`config.mk`:
```
export PLATFORM = sky130hd
export DESIGN_NAME = sram_arbiter
export DESIGN_NICKNAME = d
export VERILOG_FILES = /design/src/rtl/sram_arbiter_pkg.sv /design/src/rtl/sram_arbiter_rr.sv /design/src/rtl/sram_arbiter.sv
export SDC_FILE = /design/constraint.sdc
export NUM_CORES = 1
export LEC_CHECK = 0
export ABC_AREA = 1
export BUFFER_PORTS_ARGS = -buffer_cell sky130_fd_sc_hd__buf_2
export CAP_MARGIN = 20
export CORE_AREA = 2 2 123 125
export DETAILED_ROUTE_END_ITERATION = 10
export DIE_AREA = 0 0 125 127
export PLACE_DENSITY = 0.75
export SETUP_SLACK_MARGIN = 0.4
export SLEW_MARGIN = 20
export SYNTH_ARGS = -nofsm -noshare
export SYNTH_HDL_FRONTEND = slang
export SYNTH_SLANG_ARGS = --single-unit
```
`constraint.sdc`:
```
create_clock -name clk -period 2.4 [get_ports clk]
set_input_delay 0.48 -clock clk [delete_from_list [all_inputs] [get_ports clk]]
set_output_delay 0.48 -clock clk [all_outputs]
set_load 0.005 [all_outputs]
```
`src/rtl/sram_arbiter_pkg.sv`:
```
// Shared definitions for the switch/loader SRAM arbiter: bus widths,
// master indices and the per-master request bundle.
package sram_arbiter_pkg;

  localparam int ADDR_BUS = 32;
  localparam int DATA_BUS = 32;
  localparam int SEL_BUS  = DATA_BUS / 8;

  localparam logic MST_SWITCH = 1'b0;
  localparam logic MST_LOADER = 1'b1;

  typedef struct packed {
    logic                we;
    logic [ADDR_BUS-1:0] addr;
    logic [SEL_BUS-1:0]  sel;
    logic [DATA_BUS-1:0] wdata;
  } mreq_t;

endpackage

```
`src/rtl/sram_arbiter_rr.sv`:
```
// Two-way round-robin grant with a registered preference pointer.
// The pointer flips to the loser of each granted cycle; idle cycles keep it.
module rr_arbiter2 (
  input  logic       clk_i,
  input  logic       rst_ni,
  input  logic [1:0] req_i,
  output logic [1:0] gnt_o,
  output logic       gnt_idx_o,
  output logic       gnt_vld_o
);

  logic rr_q, rr_d;

  always_comb begin
    gnt_o     = 2'b00;
    gnt_idx_o = 1'b0;
    case (req_i)
      2'b01: gnt_o = 2'b01;
      2'b10: begin
        gnt_o     = 2'b10;
        gnt_idx_o = 1'b1;
      end
      2'b11: begin
        gnt_idx_o = rr_q;
        gnt_o     = rr_q ? 2'b10 : 2'b01;
      end
      default: ;
    endcase
    gnt_vld_o = |req_i;
    rr_d      = gnt_vld_o ? ~gnt_idx_o : rr_q;
  end

  always_ff @(posedge clk_i or negedge rst_ni) begin
    if (!rst_ni) rr_q <= 1'b0;
    else         rr_q <= rr_d;
  end

endmodule

```
`src/rtl/sram_arbiter.sv`:
```
// Two-master SRAM arbiter: round-robin grant, registered SRAM command port,
// two-stage read tag pipeline and saturating per-master grant counters.
module sram_arbiter
  import sram_arbiter_pkg::*;
#(
  parameter int ADDR_W = ADDR_BUS,
  parameter int DATA_W = DATA_BUS,
  parameter int SEL_W  = DATA_W / 8,
  parameter int CNT_W  = 16
) (
  input  logic                clk,
  input  logic                rst,
  input  logic [1:0]          m_req_i,
  input  logic [1:0]          m_we_i,
  input  logic [2*ADDR_W-1:0] m_addr_i,
  input  logic [2*SEL_W-1:0]  m_sel_i,
  input  logic [2*DATA_W-1:0] m_wdata_i,
  output logic [1:0]          m_gnt_o,
  output logic [1:0]          m_rvalid_o,
  output logic [DATA_W-1:0]   m_rdata_o,
  output logic                sram_ce_o,
  output logic                sram_we_o,
  output logic [ADDR_W-1:0]   sram_addr_o,
  output logic [SEL_W-1:0]    sram_sel_o,
  output logic [DATA_W-1:0]   sram_data_o,
  input  logic [DATA_W-1:0]   sram_data_i,
  output logic [CNT_W-1:0]    gnt_cnt0_o,
  output logic [CNT_W-1:0]    gnt_cnt1_o
);

  localparam logic [CNT_W-1:0] CNT_MAX = '1;

  logic [1:0] arb_gnt;
  logic       gnt_idx;
  logic       gnt_vld;

  rr_arbiter2 u_rr (
    .clk_i     (clk),
    .rst_ni    (rst),
    .req_i     (m_req_i),
    .gnt_o     (arb_gnt),
    .gnt_idx_o (gnt_idx),
    .gnt_vld_o (gnt_vld)
  );

  assign m_gnt_o = rst ? arb_gnt : 2'b00;

  logic              req_we;
  logic [ADDR_W-1:0] req_addr;
  logic [SEL_W-1:0]  req_sel;
  logic [DATA_W-1:0] req_wdata;

  always_comb begin
    if (gnt_idx == MST_LOADER) begin
      req_we    = m_we_i[1];
      req_addr  = m_addr_i[2*ADDR_W-1:ADDR_W];
      req_sel   = m_sel_i[2*SEL_W-1:SEL_W];
      req_wdata = m_wdata_i[2*DATA_W-1:DATA_W];
    end else begin
      req_we    = m_we_i[0];
      req_addr  = m_addr_i[ADDR_W-1:0];
      req_sel   = m_sel_i[SEL_W-1:0];
      req_wdata = m_wdata_i[DATA_W-1:0];
    end
  end

  // Stage p1: SRAM command register; address/sel/data hold when idle.
  logic              ce_q, ce_d, we_q, we_d;
  logic [ADDR_W-1:0] addr_q, addr_d;
  logic [SEL_W-1:0]  sel_q, sel_d;
  logic [DATA_W-1:0] data_q, data_d;
  logic              rd_vld_p1_q, rd_vld_p1_d, rd_tag_p1_q;
  logic              rd_vld_p2_q, rd_tag_p2_q;
  logic [CNT_W-1:0]  cnt0_q, cnt0_d, cnt1_q, cnt1_d;

  always_comb begin
    ce_d        = gnt_vld;
    we_d        = gnt_vld & req_we;
    addr_d      = gnt_vld ? req_addr  : addr_q;
    sel_d       = gnt_vld ? req_sel   : sel_q;
    data_d      = gnt_vld ? req_wdata : data_q;
    rd_vld_p1_d = gnt_vld & ~req_we;
    cnt0_d      = (arb_gnt[0] && cnt0_q != CNT_MAX) ? cnt0_q + 1'b1 : cnt0_q;
    cnt1_d      = (arb_gnt[1] && cnt1_q != CNT_MAX) ? cnt1_q + 1'b1 : cnt1_q;
  end

  always_ff @(posedge clk or negedge rst) begin
    if (!rst) begin
      ce_q        <= 1'b0;
      we_q        <= 1'b0;
      addr_q      <= '0;
      sel_q       <= '0;
      data_q      <= '0;
      rd_vld_p1_q <= 1'b0;
      rd_tag_p1_q <= 1'b0;
      rd_vld_p2_q <= 1'b0;
      rd_tag_p2_q <= 1'b0;
      cnt0_q      <= '0;
      cnt1_q      <= '0;
    end else begin
      ce_q        <= ce_d;
      we_q        <= we_d;
      addr_q      <= addr_d;
      sel_q       <= sel_d;
      data_q      <= data_d;
      rd_vld_p1_q <= rd_vld_p1_d;
      rd_tag_p1_q <= gnt_idx;
      // Stage p2: tag aligned with the SRAM's read data.
      rd_vld_p2_q <= rd_vld_p1_q;
      rd_tag_p2_q <= rd_tag_p1_q;
      cnt0_q      <= cnt0_d;
      cnt1_q      <= cnt1_d;
    end
  end

  always_comb begin
    m_rvalid_o = 2'b00;
    if (rd_vld_p2_q) m_rvalid_o[rd_tag_p2_q] = 1'b1;
  end

  assign m_rdata_o   = sram_data_i;
  assign sram_ce_o   = ce_q;
  assign sram_we_o   = we_q;
  assign sram_addr_o = addr_q;
  assign sram_sel_o  = sel_q;
  assign sram_data_o = data_q;
  assign gnt_cnt0_o  = cnt0_q;
  assign gnt_cnt1_o  = cnt1_q;

endmodule

```
==> metrics.txt <==
Largest delay share family, worst path simple AND/OR/NAND/NOR gates; Clk pwr share 0.340; Die Y about 130 um; setup bufs post-CTS 0; DPL Wire Length roughly 11000 um; vias in the first global route a little under 5000; Initial Utilization 0.372; leak pwr 3.75 nW; WP data arrival about 2100 ps; Crit path depth 8; Setup WS pre-CTS 481 ps; via count 5222; Synth Area per Inst roughly 7.6 um2; area delta synth->final 28.5%; critical path class reg -> reg; gr usage total 0.190; PortBufs ~250; Remaining Overflow, GRT 0; layout cell share with drive strength beyond 1 0.307; internal power between 3 and 4 mW; Yosys warning total 0; CP peak stage delay 450 ps; Least-Margin Pin Slew roughly 590 ps; Slowest cell on crit path nor2_1; crit path cell chain ha_1 > nand3_1 > inv_1 > nand2_1 > nor2_1 > nor2_1 > nand2_1 > o21ai_0; Seq pwr share 0.476; #FFs+latches synth about 110; Die Span X 125 um; peak supply drop 0.335 mV; final worst setup slack approximately 600 ps; CP startpoint kind flop; H-tree Lvls 3; Ports between 300 and 400; Pre-antenna DRT Iters 4; CTS buffer count 9; sequential share of the synthesized area 0.498; Final Skew roughly 7.8 ps; drc violations 0; largest net degree at the start of global routing approximately 110; PD cells roughly 660 nW/um2; RePlAce Congestion approximately 0.83; Fin. Hold Viols 0; worst r2r src gnt_cnt1_o[0]; FP Rows 44; RSZ-0062 raised after global routing no; Slew headroom 0.607; max-capacitance violation count 0; die area 15900 um2; CP Max Fanout 9; Worst Hold Class in -> async; clock-pin slew on the worst setup and hold paths ~70 ps; Avg WL per Cell between 10 and 15 um; clock root cell clkbuf_16; core area approximately 14000 um2; global-route wire length before repair between 20000 and 25000 um; final WL ~15000 um; min Tclk post-route 1790 ps; CP required roughly 2700 ps; clock buffer depth 2; area taken by multi-input logic gates around 2200 um2; share of the synthesized area in the top cell type 0.498; DR vias/cell ~4.7; Cells after Synth between 700 and 800; Setup crit start gnt_cnt1_o[0]; period utilisation layout 0.745; Fillers 1444; Reg area 2680 um2; syn_nets about 890; Synth area leaders dfrtp_1 (50%), nand2_1 (24%), nand3_1 (7.8%); initial antenna violation count 1; net switching power figure between 1 and 1.5 mW; initial drt markers between 200 and 300; Setup crit end kind flop; TNS Setup 0 ps; # clock sinks about 110; Yosys cell types 25; R2R cell count 8; fmax 0.559 GHz; final setup vio count 0; status finished, final reports clean; Max Transition Viols Final 0; Sw Ratio 0.289; number of nets in the layout approximately 1100; area leader, netlist dfrtp_1; Buf/Inv on CP 1; combinational group share of total power 0.184; Final ANT Viol Nets 0; TritonCTS clock tree built; synthesized area approximately 5400 um2; clk_lat worst skew 350 ps
-- Yosys cell counts --
cell / count
nand2_2: 3
o21ai_4: 1
clkbuf_1: 12
buf_1: 2
and2_1: 1
a21boi_0: 1
nand4_1: 12
dfrtp_1: 107
inv_1: 32
o21ai_0: 5
ha_1: 2
xnor2_1: 8
buf_6: 2
nor2_1: 36
nand3_1: 84
o21ai_1: 3
nand3b_1: 2
xor2_1: 3
nand2_1: 347
nand3_4: 1
nor2_2: 2
buf_2: 9
inv_2: 2
buf_4: 33
nor2_4: 1
-- cell usage in the layout (no fill, tap or decap), types with 2 or more instances in the layout --
cell | Yosys | routed
dfrtp_1 | 107 | 107
nand3_1 | 84 | 84
o21ai_1 | 3 | 3
inv_1 | 32 | 32
xnor2_1 | 8 | 8
nand3b_1 | 2 | 2
o21ai_0 | 5 | 5
nand2_2 | 3 | 4
buf_4 | 33 | 7
clkinv_4 | 0 | 3
nand4_1 | 12 | 12
buf_2 | 9 | 246
nor2_4 | 1 | 2
nor2_2 | 2 | 2
xor2_1 | 3 | 3
nand2_1 | 347 | 346
ha_1 | 2 | 2
inv_2 | 2 | 2
clkbuf_16 | 0 | 9
nor2_1 | 36 | 35
buf_12 | 0 | 3
-- stage by stage --
stage | instance area, um2 | power (mW) | hold WS (ps) | instances | utilization
2_1_floorplan | 5370 | 2.60 | 184 | 711 | -
3_3_place_gp | 6590 | 3.02 | 333 | 1093 | 0.457
3_5_place_dp | 6590 | 3.04 | 335 | 1093 | 0.457
4_1_cts | 6900 | 4.61 | 252 | 1109 | 0.478
5_1_grt | 6900 | 4.81 | 276 | 1109 | 0.478
6_report | 6900 | 4.54 | 232 | 1110 | 0.479
-- sequential cells by signal, indices dropped and copies added (netlist names) --
register,flops
sram_addr_o,32
sram_data_o,32
gnt_cnt0_o,16
gnt_cnt1_o,16
sram_sel_o,4
rd_tag_p1_q,1
rd_tag_p2_q,1
rd_vld_p1_q,1
rd_vld_p2_q,1
sram_ce_o,1
sram_we_o,1
u_rr.rr_q,1
-- cell families after synthesis --
family	synth area share
and+or+nand+nor	0.375
adders and majority gates	0.00466
xor gates and xnor gates	0.0179
AOI/OAI and AO/OA	0.0119
buffers and inverters	0.0922
DFF	0.498
-- repair_timing --
action | 4_1_cts | 5_1_grt
setup endpoints to repair | 0 | 8
resized for setup | 0 | 1
hold buffers | 0 | 0
endpoints found under the hold margin | 0 | 0
-- path summary, 6_finish.rpt --
check | end | slack [ps]
max in group asynchronous | sram_sel_o[0] | 1750
min reg2reg | rd_vld_p2_q | 350
max reg2reg | gnt_cnt1_o[10] | 610
min in group clk | sram_addr_o[24] | 330
max | gnt_cnt1_o[10] | 610
min | gnt_cnt0_o[1] | 230
-- per-layer routing --
layer | track usage | share of wire | vias up
met5 | 0 | 0 | -
li1 | - | - | 2602
met4 | 0.0627 | 0.014 | 0
met3 | 0.0444 | 0.070 | 21
met2 | 0.311 | 0.48 | 201
met1 | 0.250 | 0.44 | 2398
-- layout make-up --
type                    count  share of cell area
flip-flops and latches    107               0.388
multi-input cells         512               0.320
repair buffers            256               0.195
clock buffers              10              0.0346
well taps                 184              0.0334
inverters                  34              0.0185
clock inverters             6              0.0105
diodes                      1            0.000363
-- power groups by stage --
| stage | Sequential [mW] | Combinational (mW) | Clock, mW |
|---|---|---|---|
| finish | 2.16 | 0.836 | 1.54 |
| global route | 2.20 | 0.941 | 1.67 |
| CTS | 2.16 | 0.851 | 1.60 |
| detailed placement | 2.19 | 0.851 | 0 |
| global placement | 2.19 | 0.831 | 0 |
| floorplan | 2.19 | 0.406 | 0 |
Note: power is estimated with default switching activity, not from simulation.
